--- config.mk ---
export PLATFORM = sky130hd
export DESIGN_NAME = redux_loader
export DESIGN_NICKNAME = d
export VERILOG_FILES = /design/src/rtl/redux_loader.sv
export SDC_FILE = /design/constraint.sdc
export NUM_CORES = 1
export LEC_CHECK = 0
export BUFFER_PORTS_ARGS = -buffer_cell sky130_fd_sc_hd__buf_2
export CAP_MARGIN = 15
export CORE_AREA = 2 2 91 93
export CTS_BUF_LIST = sky130_fd_sc_hd__clkbuf_4 sky130_fd_sc_hd__clkbuf_8 sky130_fd_sc_hd__clkbuf_16
export CTS_CLUSTER_DIAMETER = 60
export DETAILED_ROUTE_END_ITERATION = 6
export DIE_AREA = 0 0 93 95
export MAX_ROUTING_LAYER = met4
export PLACE_DENSITY = 0.59
export SLEW_MARGIN = 15
export SYNTH_ARGS = -nofsm -noshare
export SYNTH_HDL_FRONTEND = slang
export SYNTH_SLANG_ARGS = --single-unit
--- constraint.sdc ---
create_clock -name clk -period 6.3 [get_ports clk]
set_input_delay 0.945 -clock clk [delete_from_list [all_inputs] [get_ports clk]]
set_output_delay 0.945 -clock clk [all_outputs]
set_load 0.02 [all_outputs]
--- src/rtl/redux_loader.sv ---
// redux_loader: boot-time framed byte-stream writer for the core's
// instruction memory; holds the core in reset until a frame checks out.
module redux_loader #(
    parameter logic [7:0] SYNC       = 8'hA5,
    parameter int         START_ADDR = 0,
    parameter int         MEM_DEPTH  = 256
) (
    input  logic       clk,
    input  logic       reset,
    input  logic       in_valid,
    input  logic [7:0] in_data,
    output logic       in_ready,
    input  logic       reload,
    output logic       prog_we,
    output logic [7:0] prog_addr,
    output logic [7:0] prog_data,
    output logic       cpu_hold,
    output logic       done,
    output logic       error,
    output logic [1:0] err_code
);

    typedef enum logic [2:0] {
        S_WAIT_SYNC,
        S_WAIT_LEN,
        S_LOAD,
        S_WAIT_SUM,
        S_RUN,
        S_ERROR
    } state_e;

    // Longest payload that still fits above START_ADDR; 9 bits so a
    // full 256-byte memory compares correctly against an 8-bit length.
    localparam logic [8:0] MAX_LEN = 9'(MEM_DEPTH - START_ADDR);
    localparam logic [7:0] ADDR0   = 8'(START_ADDR);

    localparam logic [1:0] ERR_NONE = 2'b00;
    localparam logic [1:0] ERR_ZERO = 2'b01;
    localparam logic [1:0] ERR_BIG  = 2'b10;
    localparam logic [1:0] ERR_SUM  = 2'b11;

    state_e     state_q, state_d;
    logic [7:0] count_q, count_d;
    logic [7:0] sum_q, sum_d;
    logic [7:0] addr_q, addr_d;
    logic       in_ready_q, in_ready_d;
    logic       prog_we_q, prog_we_d;
    logic [7:0] prog_addr_q, prog_addr_d;
    logic [7:0] prog_data_q, prog_data_d;
    logic       cpu_hold_q, cpu_hold_d;
    logic       done_q, done_d;
    logic       error_q, error_d;
    logic [1:0] err_code_q, err_code_d;

    logic xfer;

    // A byte moves only when the registered ready meets source valid.
    assign xfer = in_valid & in_ready_q;

    // Next-state and next-output computation for the frame parser.
    always_comb begin
        state_d     = state_q;
        count_d     = count_q;
        sum_d       = sum_q;
        addr_d      = addr_q;
        prog_we_d   = 1'b0;
        prog_addr_d = prog_addr_q;
        prog_data_d = prog_data_q;
        cpu_hold_d  = cpu_hold_q;
        done_d      = done_q;
        error_d     = error_q;
        err_code_d  = err_code_q;

        unique case (state_q)
            S_WAIT_SYNC: begin
                if (xfer && (in_data == SYNC)) begin
                    state_d = S_WAIT_LEN;
                end
            end

            S_WAIT_LEN: begin
                if (xfer) begin
                    if (in_data == 8'd0) begin
                        state_d    = S_ERROR;
                        error_d    = 1'b1;
                        err_code_d = ERR_ZERO;
                    end else if ({1'b0, in_data} > MAX_LEN) begin
                        state_d    = S_ERROR;
                        error_d    = 1'b1;
                        err_code_d = ERR_BIG;
                    end else begin
                        state_d = S_LOAD;
                        count_d = in_data;
                        addr_d  = ADDR0;
                        sum_d   = 8'd0;
                    end
                end
            end

            S_LOAD: begin
                if (xfer) begin
                    prog_we_d   = 1'b1;
                    prog_addr_d = addr_q;
                    prog_data_d = in_data;
                    sum_d       = sum_q + in_data;
                    addr_d      = addr_q + 8'd1;
                    count_d     = count_q - 8'd1;
                    if (count_q == 8'd1) begin
                        state_d = S_WAIT_SUM;
                    end
                end
            end

            S_WAIT_SUM: begin
                if (xfer) begin
                    if (in_data == sum_q) begin
                        state_d    = S_RUN;
                        cpu_hold_d = 1'b0;
                        done_d     = 1'b1;
                    end else begin
                        state_d    = S_ERROR;
                        error_d    = 1'b1;
                        err_code_d = ERR_SUM;
                    end
                end
            end

            S_RUN: begin
                if (reload) begin
                    state_d    = S_WAIT_SYNC;
                    cpu_hold_d = 1'b1;
                    done_d     = 1'b0;
                end
            end

            S_ERROR: begin
                if (reload) begin
                    state_d    = S_WAIT_SYNC;
                    error_d    = 1'b0;
                    err_code_d = ERR_NONE;
                end
            end

            default: begin
                state_d    = S_WAIT_SYNC;
                cpu_hold_d = 1'b1;
                done_d     = 1'b0;
                error_d    = 1'b0;
                err_code_d = ERR_NONE;
            end
        endcase

        // Ready is registered from the state being entered, so it is
        // low throughout reset and rises on the first edge after it.
        in_ready_d = (state_d == S_WAIT_SYNC) || (state_d == S_WAIT_LEN) ||
                     (state_d == S_LOAD)      || (state_d == S_WAIT_SUM);
    end

    // State and registered outputs; reset aborts any frame in flight.
    always_ff @(posedge clk or negedge reset) begin
        if (!reset) begin
            state_q     <= S_WAIT_SYNC;
            count_q     <= 8'd0;
            sum_q       <= 8'd0;
            addr_q      <= 8'd0;
            in_ready_q  <= 1'b0;
            prog_we_q   <= 1'b0;
            prog_addr_q <= 8'd0;
            prog_data_q <= 8'd0;
            cpu_hold_q  <= 1'b1;
            done_q      <= 1'b0;
            error_q     <= 1'b0;
            err_code_q  <= ERR_NONE;
        end else begin
            state_q     <= state_d;
            count_q     <= count_d;
            sum_q       <= sum_d;
            addr_q      <= addr_d;
            in_ready_q  <= in_ready_d;
            prog_we_q   <= prog_we_d;
            prog_addr_q <= prog_addr_d;
            prog_data_q <= prog_data_d;
            cpu_hold_q  <= cpu_hold_d;
            done_q      <= done_d;
            error_q     <= error_d;
            err_code_q  <= err_code_d;
        end
    end

    assign in_ready  = in_ready_q;
    assign prog_we   = prog_we_q;
    assign prog_addr = prog_addr_q;
    assign prog_data = prog_data_q;
    assign cpu_hold  = cpu_hold_q;
    assign done      = done_q;
    assign error     = error_q;
    assign err_code  = err_code_q;

endmodule

# Word-level counts from Yosys, hierarchy flattened
# Cells that the tools add are included.
classes:
  n_shift: 0
  n_eq_ne: 21
  n_lt_le_gt_ge: 1
  reduce_logical: 15
  n_bitwise: 3
  n_mux: 45
  n_div: 0
  n_addsub: 3
  mul: 0
op_table:
  columns: ["operator", "count"]
  rows:
  - ["$mux 8", 9]
  - ["$pmux 8 s2", 3]
  - ["$mux 3", 8]
  - ["$ne 2x2->1 const B", 9]
  - ["$pmux 3 s5", 1]
  - ["$mux 1", 14]
  - ["$eq 3x2->1 const B", 4]
  - ["$mux 2", 6]
  - ["$gt 8x9->1 const B", 1]
  - ["$add 8x1->8 const B", 1]
  - ["$add 8x8->8", 1]
  - ["$eq 8x1->1 const B", 1]
  - ["$eq 8x8->1", 1]
  - ["$eq 8x8->1 const B", 1]
  - ["$logic_not 8->1", 1]
  - ["$pmux 2 s4", 1]
  - ["$sub 8x1->8 const B", 1]
  - ["$eq 3x1->1 const B", 2]
  - ["$eq 3x3->1 const B", 2]
  - ["$logic_not 3->1", 2]
  - ["$pmux 1 s3", 2]
  - ["$reduce_and 6->1", 1]
  - ["$reduce_and 5->1", 1]
  - ["$pmux 1 s4", 1]
  - ["11 further kinds", 14]
word_totals:
  regBits: 50
  latchBits: 0
  wordCells: 100
  rom_bits: 0
  out_inout_bits: 23
  mem_count: 0
  mem_bits_rw: 0

# Depth between registers and ports, before layout
logic_depth:
  ltp_word: 9
  depth_mapped: 8
  mapped_depth_nobuf: 7

# Worst setup path after synthesis
# No wires, ideal clock.
synth_timing:
  path_kind: "input port to flip-flop"
  start: "input port in_data[0]"
  end: "register sum_q[6]"
  required_time_ns: 6.176
  stages: 7
  arrival_ns: 2.531
  slack_ns: 3.645
  setup_time_ns: 0.124
  cell_sequence: "ha_1 fa_1 a21o_1 a21oi_1 o21bai_1 a31o_2 a211o_1"
synth_via:
  elab_chain_cells: 3
  elab_cells_between_ends: 8
  cone_classes: "add/sub: 1; order compare: 1; eq/ne: 2; mux: 2; reduce/logical: 2"
synth_lines:
  columns: ["item", "line_no", "rtl"]
  rows:
  - ["from (decl)", "11", "input logic [7:0] in_data,"]
  - ["$gt 8x9->1 (tied with other cells)", "87", "end else if ({1'b0, in_data} > MAX_LEN) begin"]
  - ["$ne 2x2->1 (no source line) / $mux 8 (equally long branches)", null, null]
  - ["$reduce_and 5->1 (no source line) / $pmux 8 s2 (equally long branches)", null, null]
  - ["to (signal assigned)", "177", "sum_q <= sum_d;"]
  - ["to (decl)", "44", "logic [7:0] sum_q, sum_d;"]
# Several ways; a longest one is shown, not always the timed one. The select of a mux whose other input is x is not followed.
# A chain may end at the register's enable or synchronous reset.

# Worst setup path after layout
layout_timing:
  start: "register state_q[1]"
  end: "register count_q[5]"
layout_via:
  elab_chain_cells: 3
  elab_cells_between_ends: 9
  cone_classes: "eq/ne: 6; mux: 1; reduce/logical: 2"
layout_lines:
  columns: ["item", "line_no", "rtl"]
  rows:
  - ["from (decl)", "42", "state_e state_q, state_d;"]
  - ["from (signal assigned)", "175", "state_q <= state_d;"]
  - ["$eq 3x1->1 / $eq 3x2->1 (equally long branches)", "74", "unique case (state_q)"]
  - ["$ne 2x2->1 (no source line) / $reduce_bool 2->1 (equally long branches)", null, null]
  - ["$reduce_and 5->1 (no source line)", null, null]
  - ["to (signal assigned)", "176", "count_q <= count_d;"]
  - ["to (decl)", "43", "logic [7:0] count_q, count_d;"]
# Several ways; a longest one is shown, not always the timed one.

==> results.md <==
- Layout Cells excl Fill: about 430
- Clock buffer depth: 2
- Sequential share of the synthesized area: 0.466
- I/O pins: 35
- Fin nets: 350
- Pin slew with the least headroom to its limit: roughly 0.74 ns
- Largest net degree at the start of global routing: 51
- N_diodes: 0
- CTS H-tree depth: 2
- Mapped Cells: 297
- Crit path launch: state_q[1]
- Chip width: approximately 93 um
- Critical Path RT: 6.53 ns
- Most frequent cell after synthesis: nand2_1
- Clock Pin Slew Worst Setup and Hold Paths: 0.09 ns
- TNS Setup: 0 ns
- Initial detailed-routing violation count: around 120
- Post-Route WL: 5840 um
- Hold_ws: ~0.47 ns
- Setup violations, final: 0
- Maxcap violations: 0
- F_max: 314 MHz
- Post-synth net total: 320
- CTS tree: built
- First-pass GRT wire length: 10100 um
- Layout cells sized above 1: 0.168
- Root buffer cell: clkbuf_8
- Arrival time at the worst endpoint: 3.41 ns
- Residual DRC: 0
- Tcrit/Tclk final: 0.505
- Synth cell count leaders: nand2_1, dfrtp_1, nor2_1, o21ai_0, a21oi_1
- Placer Congestion: 0.802
- Final min period: 3.18 ns
- Post-synth ARST share: 1.00
- Crit start category: register
- Area grow syn2layout: 14.3%
- Post-synth EDFFs: 0
- Hold Path Depth: 2
- Pwr/cell area: between 400 and 500 mW/mm^2
- Final Skew: around 0.0048 ns
- R2r startpoint: state_q[1]
- Yosys warns: 0
- DIE AREA: 0.00884 mm^2
- Synth Register Bits: 50
- Vias in the first global route: between 2000 and 2500
- Post-place setup slack: 2.75 ns
- Crit Path Max Fanout: 28
- Drt via density: 4.89
- Cts bufs inserted: 5
- Synth Flop Type: dfrtp_1
- Pre-Repair DR Iteration Count: 4
- Synth Cell Area: 0.00269 mm^2
- Setup Buffers After CTS: 0
- Post-DP HPWL: roughly 4100 um
- Core ar.: 0.00793 mm^2
- Setup CP Type: reg -> reg
- IO buf count: 34
- Die H: 95 um
- Slew margin rel.: 0.504
- Crit. End Element: register
- FF-to-FF End: count_q[5]
- Num rows: 33
- R2R cell count: 6
- Critical Path End: count_q[5]
- Synth area leader: dfrtp_1
- Clock sink count: 50
- GRT Total Usage: 0.149
- Worst Hold Class: reg -> reg
- Final ANT Viol Nets: 0
- Status: complete, no violations
- RSZ-0062 raised after global routing: false
- Final Max Slew Viols: 0
- Placed insts: 425
- Synth Area per Inst: 9.06 um^2
- GR Overflow Total: 0
- Placed cell areas: 0.00293 mm^2
- Design area: 0.00307 mm^2
- Wirelength per Cell: about 13 um
- Synth unique cells: 50
- CTS resizes: 0
- Initial core utilization: 0.339
- DR vias: 2117
- R2R Setup Slk: 3.12 ns
- Final setup margin: roughly 3.1 ns
- Top cells by area, synth: dfrtp_1, nand2_1, ha_1
- Post-cts hold buffer count: 0
- Peak supply drop: 0.132 mV
- Antenna violations before repair: 0
- Clk_lat worst skew: ~0.30 ns
- Final Hold Fails: 0
- Leakage: roughly 1.5 nW
- Top-area cell type share of the netlist area: 0.456
[layout by cell type, fill, tap and decap left out, types with 2 or more instances in the layout]
master,instances
nor4_2,2
nor4_1,3
nor3_1,3
buf_4,2
and3_1,2
ha_1,10
nor2_2,2
o22ai_1,3
nand2_1,73
o21ai_0,23
a31o_2,2
a21o_1,5
bufinv_16,2
nand3_1,6
inv_1,9
xor2_1,5
o31ai_1,2
nand2b_1,5
nand4_1,4
clkbuf_8,6
or3_1,2
a211o_1,3
dfrtp_1,49
a32oi_1,2
xnor2_1,6
nor2_1,23
o21bai_1,2
nor2b_1,3
a21oi_1,15
buf_2,34
[logic make-up after synthesis]
family | share of synthesized area
compound gates | 0.159
mux | 0.00372
simple gates | 0.240
flops | 0.466
buf+inv | 0.0419
xor+xnor | 0.0358
fa+ha+maj | 0.0540
[through the flow]
| stage | power [mW] | util |
|---|---|---|
| after floorplan | 0.938 | - |
| after global placement | 1.06 | 0.370 |
| after detailed placement | 1.07 | 0.370 |
| after CTS | 1.36 | 0.388 |
| after global routing | 1.46 | 0.388 |
| final | 1.34 | 0.388 |
[sequential cells by signal (all words and copies together) (netlist names), 2 cells and up]
register and flops:
err_code 2, prog_data 8, sum_q 8, state_q 3, count_q 8, prog_addr 8
addr_q 8
[how the worst min path moves through the flow]
stage,start,endpoint,slack [ns]
after global placement,prog_data[1],prog_data[1],0.46
after detailed placement,prog_data[1],prog_data[1],0.46
after global routing,prog_data[4],prog_data[4],0.51
after floorplan,sum_q[2],sum_q[2],0.45
final,prog_data[7],prog_data[7],0.47
after CTS,prog_data[1],prog_data[1],0.48
[critical path, stage by stage (launching register included)]
cell	delay (ns)
dfrtp_1	0.55
nor3b_4	0.26
nand3_2	0.42
clkinv_1	0.76
nor2_2	0.81
o21ai_0	0.21
o21ai_0	0.10
[layout make-up]
cell class | count | area, um^2
clock buffers | 6 | 82.6
clock inverters | 2 | 60.1
repair buffers | 36 | 185
well taps | 105 | 131
fillers | 831 | 4850
multi-input cells | 224 | 1330
flip-flops and latches | 50 | 1250
inverters | 10 | 37.5
[layer usage]
| metal | vias to the layer above | wire length (um) | share of wire | global-route usage |
|---|---|---|---|---|
| met5 | - | 0 | 0 | - |
| met4 | 0 | 79 | 0.014 | 0.0466 |
| met3 | 6 | 259 | 0.044 | 0.0279 |
| met2 | 45 | 2740 | 0.47 | 0.232 |
| met1 | 985 | 2760 | 0.47 | 0.198 |
| li1 | 1081 | - | - | - |
[where the power goes]
group / internal (mW) / switching, mW / total (mW)
sequential: 0.434 / 0.0928 / 0.526
clock: 0.169 / 0.108 / 0.277
combinational: 0.208 / 0.329 / 0.536
Power figures use the tool's default switching activity.
